===== config.mk =====
export PLATFORM = sky130hd
export DESIGN_NAME = bcd_converter
export DESIGN_NICKNAME = d
export VERILOG_FILES = /design/src/rtl/bcd_converter.sv
export SDC_FILE = /design/constraint.sdc
export NUM_CORES = 1
export LEC_CHECK = 0
export CAP_MARGIN = 20
export CORE_ASPECT_RATIO = 1.5
export CORE_MARGIN = 3
export CORE_UTILIZATION = 40
export CTS_CLUSTER_SIZE = 16
export DETAILED_ROUTE_END_ITERATION = 12
export GPL_TIMING_DRIVEN = 0
export HOLD_SLACK_MARGIN = 0.1
export PLACE_DENSITY_LB_ADDON = 0.15
export SYNTH_ARGS = -nofsm -noshare
export SYNTH_HDL_FRONTEND = slang
export SYNTH_SLANG_ARGS = --single-unit

===== constraint.sdc =====
create_clock -name clk -period 1.55 [get_ports clk]
set_clock_uncertainty 0.2 [all_clocks]
set_input_delay 0.465 -clock clk [delete_from_list [all_inputs] [get_ports clk]]
set_output_delay 0.465 -clock clk [all_outputs]
set_load 0.05 [all_outputs]

===== src/rtl/bcd_converter.sv =====
// Sequential 20-bit binary to six-digit BCD converter (double-dabble, one iteration per clock).
// The result register only updates when a conversion completes, so the display never sees partial digits.
module bcd_converter (
    input  logic        clk,
    input  logic        reset_n,
    input  logic        start,
    input  logic [19:0] bin,
    output logic [23:0] bcd,
    output logic        busy,
    output logic        done,
    output logic        valid,
    output logic        overflow
);

    typedef enum logic {
        IDLE = 1'b0,
        CONV = 1'b1
    } state_t;

    state_t      state_q;
    logic [19:0] shift_q;
    logic [23:0] scratch_q;
    logic [4:0]  cnt_q;
    logic        ovf_pending_q;
    logic [23:0] bcd_q;
    logic        done_q;
    logic        valid_q;
    logic        overflow_q;

    logic [22:0] adj;
    logic [23:0] scratch_d;
    logic [19:0] shift_d;

    genvar gi;
    generate
        for (gi = 0; gi < 5; gi++) begin : g_digit_adj
            assign adj[gi*4 +: 4] = (scratch_q[gi*4 +: 4] >= 4'd5) ?
                                    scratch_q[gi*4 +: 4] + 4'd3 : scratch_q[gi*4 +: 4];
        end
    endgenerate

    // The top digit's bit 3 would shift into a seventh digit, so only its low three bits are kept.
    assign adj[22:20] = (scratch_q[23:20] >= 4'd5) ? scratch_q[22:20] + 3'd3 : scratch_q[22:20];

    assign scratch_d = {adj, shift_q[19]};
    assign shift_d   = {shift_q[18:0], 1'b0};

    always_ff @(posedge clk or negedge reset_n) begin
        if (!reset_n) begin
            state_q       <= IDLE;
            shift_q       <= '0;
            scratch_q     <= '0;
            cnt_q         <= '0;
            ovf_pending_q <= 1'b0;
            bcd_q         <= '0;
            done_q        <= 1'b0;
            valid_q       <= 1'b0;
            overflow_q    <= 1'b0;
        end else begin
            done_q <= 1'b0;
            case (state_q)
                IDLE: begin
                    if (start) begin
                        shift_q       <= bin;
                        scratch_q     <= '0;
                        cnt_q         <= '0;
                        ovf_pending_q <= (bin > 20'd999999);
                        state_q       <= CONV;
                    end
                end
                CONV: begin
                    scratch_q <= scratch_d;
                    shift_q   <= shift_d;
                    cnt_q     <= cnt_q + 5'd1;
                    if (cnt_q == 5'd19) begin
                        bcd_q      <= ovf_pending_q ? 24'h999999 : scratch_d;
                        overflow_q <= ovf_pending_q;
                        valid_q    <= 1'b1;
                        done_q     <= 1'b1;
                        state_q    <= IDLE;
                    end
                end
            endcase
        end
    end

    assign bcd      = bcd_q;
    assign busy     = (state_q == CONV);
    assign done     = done_q;
    assign valid    = valid_q;
    assign overflow = overflow_q;

endmodule


==> impl_metrics.json, run 1 <==
{
  "grt_max_degree": 44,
  "drcViolationCount": 0,
  "ir_drop_uv": 1560,
  "route.antenna.remaining_nets": 0,
  "post-route-min-period_ps": 1640,
  "pwr-share-seq_pct": 28.7,
  "power.static_leakage_nw": 2.62,
  "fp.dieW_um": 85.5,
  "num_antenna_cells": 0,
  "worstHoldPathType": "reg2reg",
  "cts.sink_count": 78,
  "switching_power_mw": 5.34,
  "drt_iter0_markers": 126,
  "swShare_pct": 40.3,
  "synth-seq-cells": 78,
  "cts-htree-levels": 3,
  "seq_area_frac_synth_pct": 51.4,
  "worst_slew_margin_rel_pct": 66.3,
  "intPower_mw": 7.91,
  "drv_cap": 0,
  "via_per_inst": 5.33,
  "number_of_antenna_violations_at_the_first_check_in_global_routing": 0,
  "synth.top_cells.by_count": "78 x sky130_fd_sc_hd__dfrtp_1, 40 x sky130_fd_sc_hd__nand2_1, 38 x sky130_fd_sc_hd__mux2i_1",
  "cts_tree": "done",
  "worst-slew-pin-transition_ps": 505,
  "synth_edf_count": 0,
  "power.share.combinational_pct": 54.4,
  "drive_above_1_share_pct": 37.9,
  "grt-ovfl-total": 0,
  "cp-end-kind": "flop",
  "core.rowCount": 42,
  "synth.largest_area_cell": "sky130_fd_sc_hd__dfrtp_1",
  "run_status": "complete, but fails checks",
  "cts.clk_slew.worst_paths_ps": 60,
  "synth_async_sr_flop_share_pct": 100,
  "ys_types": 29,
  "syn_inst": 354,
  "path_class": "reg2reg",
  "grt_usage_pct": 18.6,
  "final_critical_path_setup_slack_ps": -87.8,
  "final-seq-area_um2": 1950,
  "num-fill-cells": 750,
  "multiInputGateArea_um2": 2030,
  "finalWeightedCongestion": 0.797,
  "p_clk_share_pct": 16.9,
  "finalCritPeriodShare_pct": 106,
  "portBuffers": 50,
  "ctsLongestPathBuffers": 2,
  "setup-violations-final": 38,
  "design.core.area_um2": 9040,
  "syn_nets": 390,
  "rsz0062_at_grt": "true",
  "pin_count": 51,
  "layout.core_utilization_pct": 62.1,
  "syn_area_per_cell_um2": 10.7,
  "final.hold.worst_slack_ps": 292,
  "critPathArrivalTime_ps": 1700,
  "routed_wirelength_mm": 9.70,
  "post_synth_main_area_contributors": "sky130_fd_sc_hd__dfrtp_1 51%, sky130_fd_sc_hd__mux2i_1 10%, sky130_fd_sc_hd__ha_1 4.3%",
  "post_synth_instance_area_um2": 3790,
  "final_hold_viol_count": 0,
  "via_count_of_the_first_global_routing_pass": 3231,
  "synthDominantCellAreaShare_pct": 51.4,
  "ys.flop_type": "sky130_fd_sc_hd__dfrtp_1",
  "fmax_mhz": 611,
  "worst_skew_pair.late_latency_ps": 330,
  "stdcell_count": 577,
  "numCtsBuffers": 9,
  "final_nets": 498,
  "cts-root-buf": "sky130_fd_sc_hd__clkbuf_16",
  "floorplan.initialDensity_pct": 42.0,
  "fin_total_pwr_mw": 13.2,
  "cp-start-kind": "flop",
  "route.detailed.wl_per_inst_um": 16.8,
  "synth_warnings": 0,
  "crit_required_ps": 1620,
  "place.detailed.hpwl_mm": 6.21,
  "area_added_between_synthesis_and_finish_pct": 48.0,
  "placedCellCount": 515,
  "die_h_um": 125,
  "violations": "setup timing",
  "vias": 3073,
  "post-synth-top-count-cell": "sky130_fd_sc_hd__dfrtp_1",
  "grt_pass1_wl_mm": 15.6,
  "power-per-cell-area_nw_per_um2": 2360,
  "detail_route.first_pass.iterations": 4,
  "timing.critical_path.fanout_max": 3,
  "fp.dieArea_um2": 10700,
  "final-max-slew-violation-count": 0
}
power by group through the flow:
stage	Clock (mW)	Combinational (mW)	Sequential, mW
after floorplan	0	2.69	4.70
after global placement	0	5.15	3.63
after detailed placement	0	5.29	3.68
after CTS	2.29	6.59	3.74
after global routing	2.36	7.77	3.91
final	2.24	7.21	3.80
stage by stage:
| step | TNS, ps | area (um^2) | setup WS, ps |
|---|---|---|---|
| global route | -4040 | 5620 | -132 |
| detailed placement | -32320 | 4490 | -515 |
| global placement | -268310 | 4460 | -3340 |
| CTS | -1070 | 5330 | -69.7 |
| floorplan | 0 | 3820 | 0.538 |
| finish | -1460 | 5620 | -87.8 |
layout make-up:
type                            instances  share of cell area (%)
Sequential cell                        78                    34.8
Timing Repair Buffer                   97                    16.5
Tap cell                              110                    2.45
Inverter                               15                    1.09
Clock inverter                          4                    1.25
Buffer                                 19                    3.28
Multi-Input combinational cell        242                    36.2
Clock buffer                           12                    4.39
cell usage in the layout (no fill, tap or decap), drive strengths merged, types with 2 or more instances in the layout:
cell type | synthesis | layout
nor2 | 16 | 16
a21o | 12 | 12
a21oi | 24 | 24
a31oi | 6 | 6
ha | 13 | 13
nand2 | 40 | 40
buf | 16 | 89
a22o | 13 | 13
inv | 15 | 15
clkinv | 0 | 2
nor2b | 2 | 2
mux2i | 38 | 38
bufinv | 0 | 2
nor3b | 17 | 17
dfrtp | 78 | 78
dlygate4sd2 | 0 | 4
o21ai | 27 | 27
xnor2 | 9 | 9
clkdlybuf4s50 | 0 | 16
nand2b | 10 | 10
nand3 | 3 | 3
nor3 | 7 | 7
clkbuf | 3 | 17
logic make-up (layout without fill, tap and decap cells):
logic type | count (synthesis) | after routing | share of synthesized area, %
AO/OA/AOI/OAI | 85 | 85 | 13.7
multiplexers | 38 | 38 | 10.0
AND/OR/NAND/NOR | 97 | 97 | 13.7
adder cells (fa/ha/maj) | 13 | 13 | 4.29
XOR/XNOR | 9 | 9 | 2.08
flip-flops | 78 | 78 | 51.4
buffers and inverters | 34 | 147 | 4.71
routing by layer:
metal / GRT usage (%) / routed length [um]
met2: 31.4 / 4970
met4: 11.7 / 389
met5: 0 / 0
met3: 3.49 / 301
met1: 21.2 / 4040
registers in the layout (all words and copies together) (netlist names):
| register | count |
|---|---|
| bcd | 24 |
| valid | 1 |
| scratch_q | 24 |
| ovf_pending_q | 1 |
| overflow | 1 |
| done | 1 |
| cnt_q | 5 |
| busy | 1 |
| shift_q | 20 |
worst paths after layout:
path,startpoint,to,slack [ps],cells past startpoint
min in group asynchronous,reset_n,shift_q[11],440,2
setup / recovery,scratch_q[16],bcd[18],-90,5
setup reg to reg,scratch_q[16],bcd[18],-90,5
max in group asynchronous,reset_n,bcd[17],120,3
hold / removal,shift_q[7],shift_q[8],290,2
hold reg to reg,shift_q[7],shift_q[8],290,2
critical path, stage by stage, from the launching register on:
cell,delay (ps)
sky130_fd_sc_hd__dfrtp_1,410
sky130_fd_sc_hd__ha_2,190
sky130_fd_sc_hd__nand2b_4,140
sky130_fd_sc_hd__a21oi_4,170
sky130_fd_sc_hd__mux2i_2,280
sky130_fd_sc_hd__a22o_1,160
timing repair:
item,in CTS,in global routing
pin swaps,29,3
gates resized for setup,264,41
hold buffers,1,0
setup buffers,30,13
cloned,1,1
endpoints found under the setup margin,97,85
hold endpoints to repair,35,0
No activity file was read; power rests on OpenSTA's default activity.
==> inputs of run 2 (changes only) <==
--- a/config.mk
+++ b/config.mk
@@ -8,7 +8,7 @@
 export CAP_MARGIN = 20
 export CORE_ASPECT_RATIO = 1.5
 export CORE_MARGIN = 3
-export CORE_UTILIZATION = 40
+export CORE_UTILIZATION = 30
 export CTS_CLUSTER_SIZE = 16
 export DETAILED_ROUTE_END_ITERATION = 12
 export GPL_TIMING_DRIVEN = 0
==> impl_metrics.json, run 2 (synthesized netlist as in run 1, its figures left out) <==
{
  "grt_usage_pct": 14.8,
  "power-per-cell-area_nw_per_um2": 2250,
  "routed_wirelength_mm": 10.5,
  "critical_path.max_stage_delay_ps": 410,
  "ff2ff_setup_slack_ps": -90,
  "final_hold_viol_count": 0,
  "reg2reg_depth": 5,
  "mostFrequentLayoutCell": "sky130_fd_sc_hd__dfrtp_1",
  "number_of_antenna_violations_at_the_first_check_in_global_routing": 0,
  "route.antenna.remaining_nets": 0,
  "worst-slew-pin-transition_ps": 367,
  "core.rowCount": 49,
  "timing.critical_path.fanout_max": 5,
  "floorplan.initialDensity_pct": 31.1,
  "worstHoldPathType": "in2reg",
  "fp.dieW_um": 97.8,
  "drv_cap": 0,
  "setup-violations-final": 37,
  "final_critical_path_setup_slack_ps": -86.7,
  "reg2reg_to": "bcd[18]",
  "fmax_mhz": 611,
  "ir_drop_uv": 741,
  "area_added_between_synthesis_and_finish_pct": 53.1,
  "rsz0062_at_grt": "true",
  "via_count_of_the_first_global_routing_pass": 3197,
  "portBuffers": 50,
  "num-fill-cells": 1136,
  "cts.clk_slew.worst_paths_ps": 60,
  "finalWeightedCongestion": 0.697,
  "grt_max_degree": 45,
  "run_status": "complete, but fails checks",
  "cp-end-kind": "flop",
  "hold_startpoint": "bin[13]",
  "numCtsBuffers": 9,
  "placedCellCount": 558,
  "final_nets": 512,
  "ctsLongestPathBuffers": 2,
  "cts-root-buf": "sky130_fd_sc_hd__clkbuf_16",
  "grt-ovfl-total": 0,
  "crit_required_ps": 1560,
  "pin_count": 51,
  "detail_route.first_pass.iterations": 4,
  "drt_iter0_markers": 123,
  "critical-path-slowest-cell": "sky130_fd_sc_hd__dfrtp_1",
  "crit_chain": "ha_4, nor2b_4, nand3_4, buf_8, a22o_1",
  "drcViolationCount": 0,
  "die_h_um": 144,
  "critPathArrivalTime_ps": 1650,
  "place.detailed.hpwl_mm": 6.53,
  "commonest_cells_after_routing_fill_and_taps_aside": "77 x sky130_fd_sc_hd__dfrtp_1, 52 x sky130_fd_sc_hd__buf_4, 40 x sky130_fd_sc_hd__nand2_1",
  "cts.sink_count": 78,
  "fin_total_pwr_mw": 13.1,
  "path_class": "reg2reg",
  "via_per_inst": 4.88,
  "cp_delay_by_family_top": "flip-flops",
  "worst_skew_pair.late_latency_ps": 330,
  "cp-start-kind": "flop",
  "num_antenna_cells": 0,
  "power.static_leakage_nw": 2.71,
  "violations": "setup timing",
  "stdcell_count": 632,
  "fp.dieArea_um2": 14100,
  "drive_above_1_share_pct": 39.2,
  "route.detailed.wl_per_inst_um": 16.6,
  "vias": 3084,
  "rr_startpoint": "cnt_q[0]",
  "critPathBufInv": 1,
  "design.core.area_um2": 12200,
  "grt_pass1_wl_mm": 16.4,
  "final-max-slew-violation-count": 0,
  "cts_tree": "done",
  "worst_slew_margin_rel_pct": 75.6,
  "post-route-min-period_ps": 1640,
  "whs_path_depth": 3,
  "worstHoldEndpoint": "shift_q[13]",
  "cts-htree-levels": 3,
  "finalCritPeriodShare_pct": 106
}
run 2: changes by cell type in the layout (fill, tap and decap cells not counted), sizes merged:
cell / delta
bufbuf: +2
inv: -1
buf: +11
bufinv: -2
clkinvlp: +1
clkbuf: +1
run 2: how the worst max path moves through the flow:
stage,startpoint,endpoint,cells past startpoint
detailed placement,start,shift_q[0],5
global route,scratch_q[9],bcd[10],6
finish,cnt_q[0],bcd[18],5
CTS,cnt_q[0],bcd[18],5
global placement,reset_n,busy,1
floorplan,scratch_q[8],bcd[10],5
run 2: per-stage QoR:
stage               setup slack, ps  area (um^2)  TNS (ps)  util (%)  hold WS (ps)
floorplan                     0.538         3820         0         -         -30.6
global placement              -3440         4520   -276540      37.0           251
detailed placement             -538         4540    -33120      37.2           256
CTS                           -97.7         5530     -1980      45.3           290
global route                   -141         5810     -4430      47.6           316
finish                        -86.7         5810     -1770      47.6           280
run 2: report_power, final:
group          switching (mW)  internal, mW  total (mW)
logic                    3.74          3.66        7.40
clock network           0.773          1.11        1.88
registers               0.873          2.95        3.82
run 2: cell type report:
class / count / area (um^2) / area share (%)
tap: 153 / 191 / 3.29
clock buffer: 12 / 246 / 4.24
multi-input combinational: 242 / 2020 / 34.7
clock inverter: 2 / 10.0 / 0.172
timing repair buffer: 111 / 1120 / 19.3
sequential: 78 / 1950 / 33.6
inverter: 15 / 62.6 / 1.08
buffer: 19 / 208 / 3.57
run 2: layer usage:
metal / global-route usage, % / wire [um]
met1: 16.9 / 4130
met5: 0 / 0
met2: 27.6 / 5680
met3: 3.45 / 436
met4: 4.16 / 208
run 2: worst reg2reg max path, stage by stage (launching register included):
cell	delay (ps)
sky130_fd_sc_hd__dfrtp_1	410
sky130_fd_sc_hd__ha_4	150
sky130_fd_sc_hd__nor2b_4	140
sky130_fd_sc_hd__nand3_4	190
sky130_fd_sc_hd__buf_8	210
sky130_fd_sc_hd__a22o_1	230
run 2: what timing repair did:
| action | CTS | global route |
|---|---|---|
| gates resized for setup | 271 | 41 |
| cloned | 3 | 2 |
| setup endpoints to repair | 99 | 126 |
| pin swaps | 31 | 14 |
| endpoints found under the hold margin | 34 | 0 |
| buffers inserted | 40 | 14 |
| hold buffers | 1 | 0 |
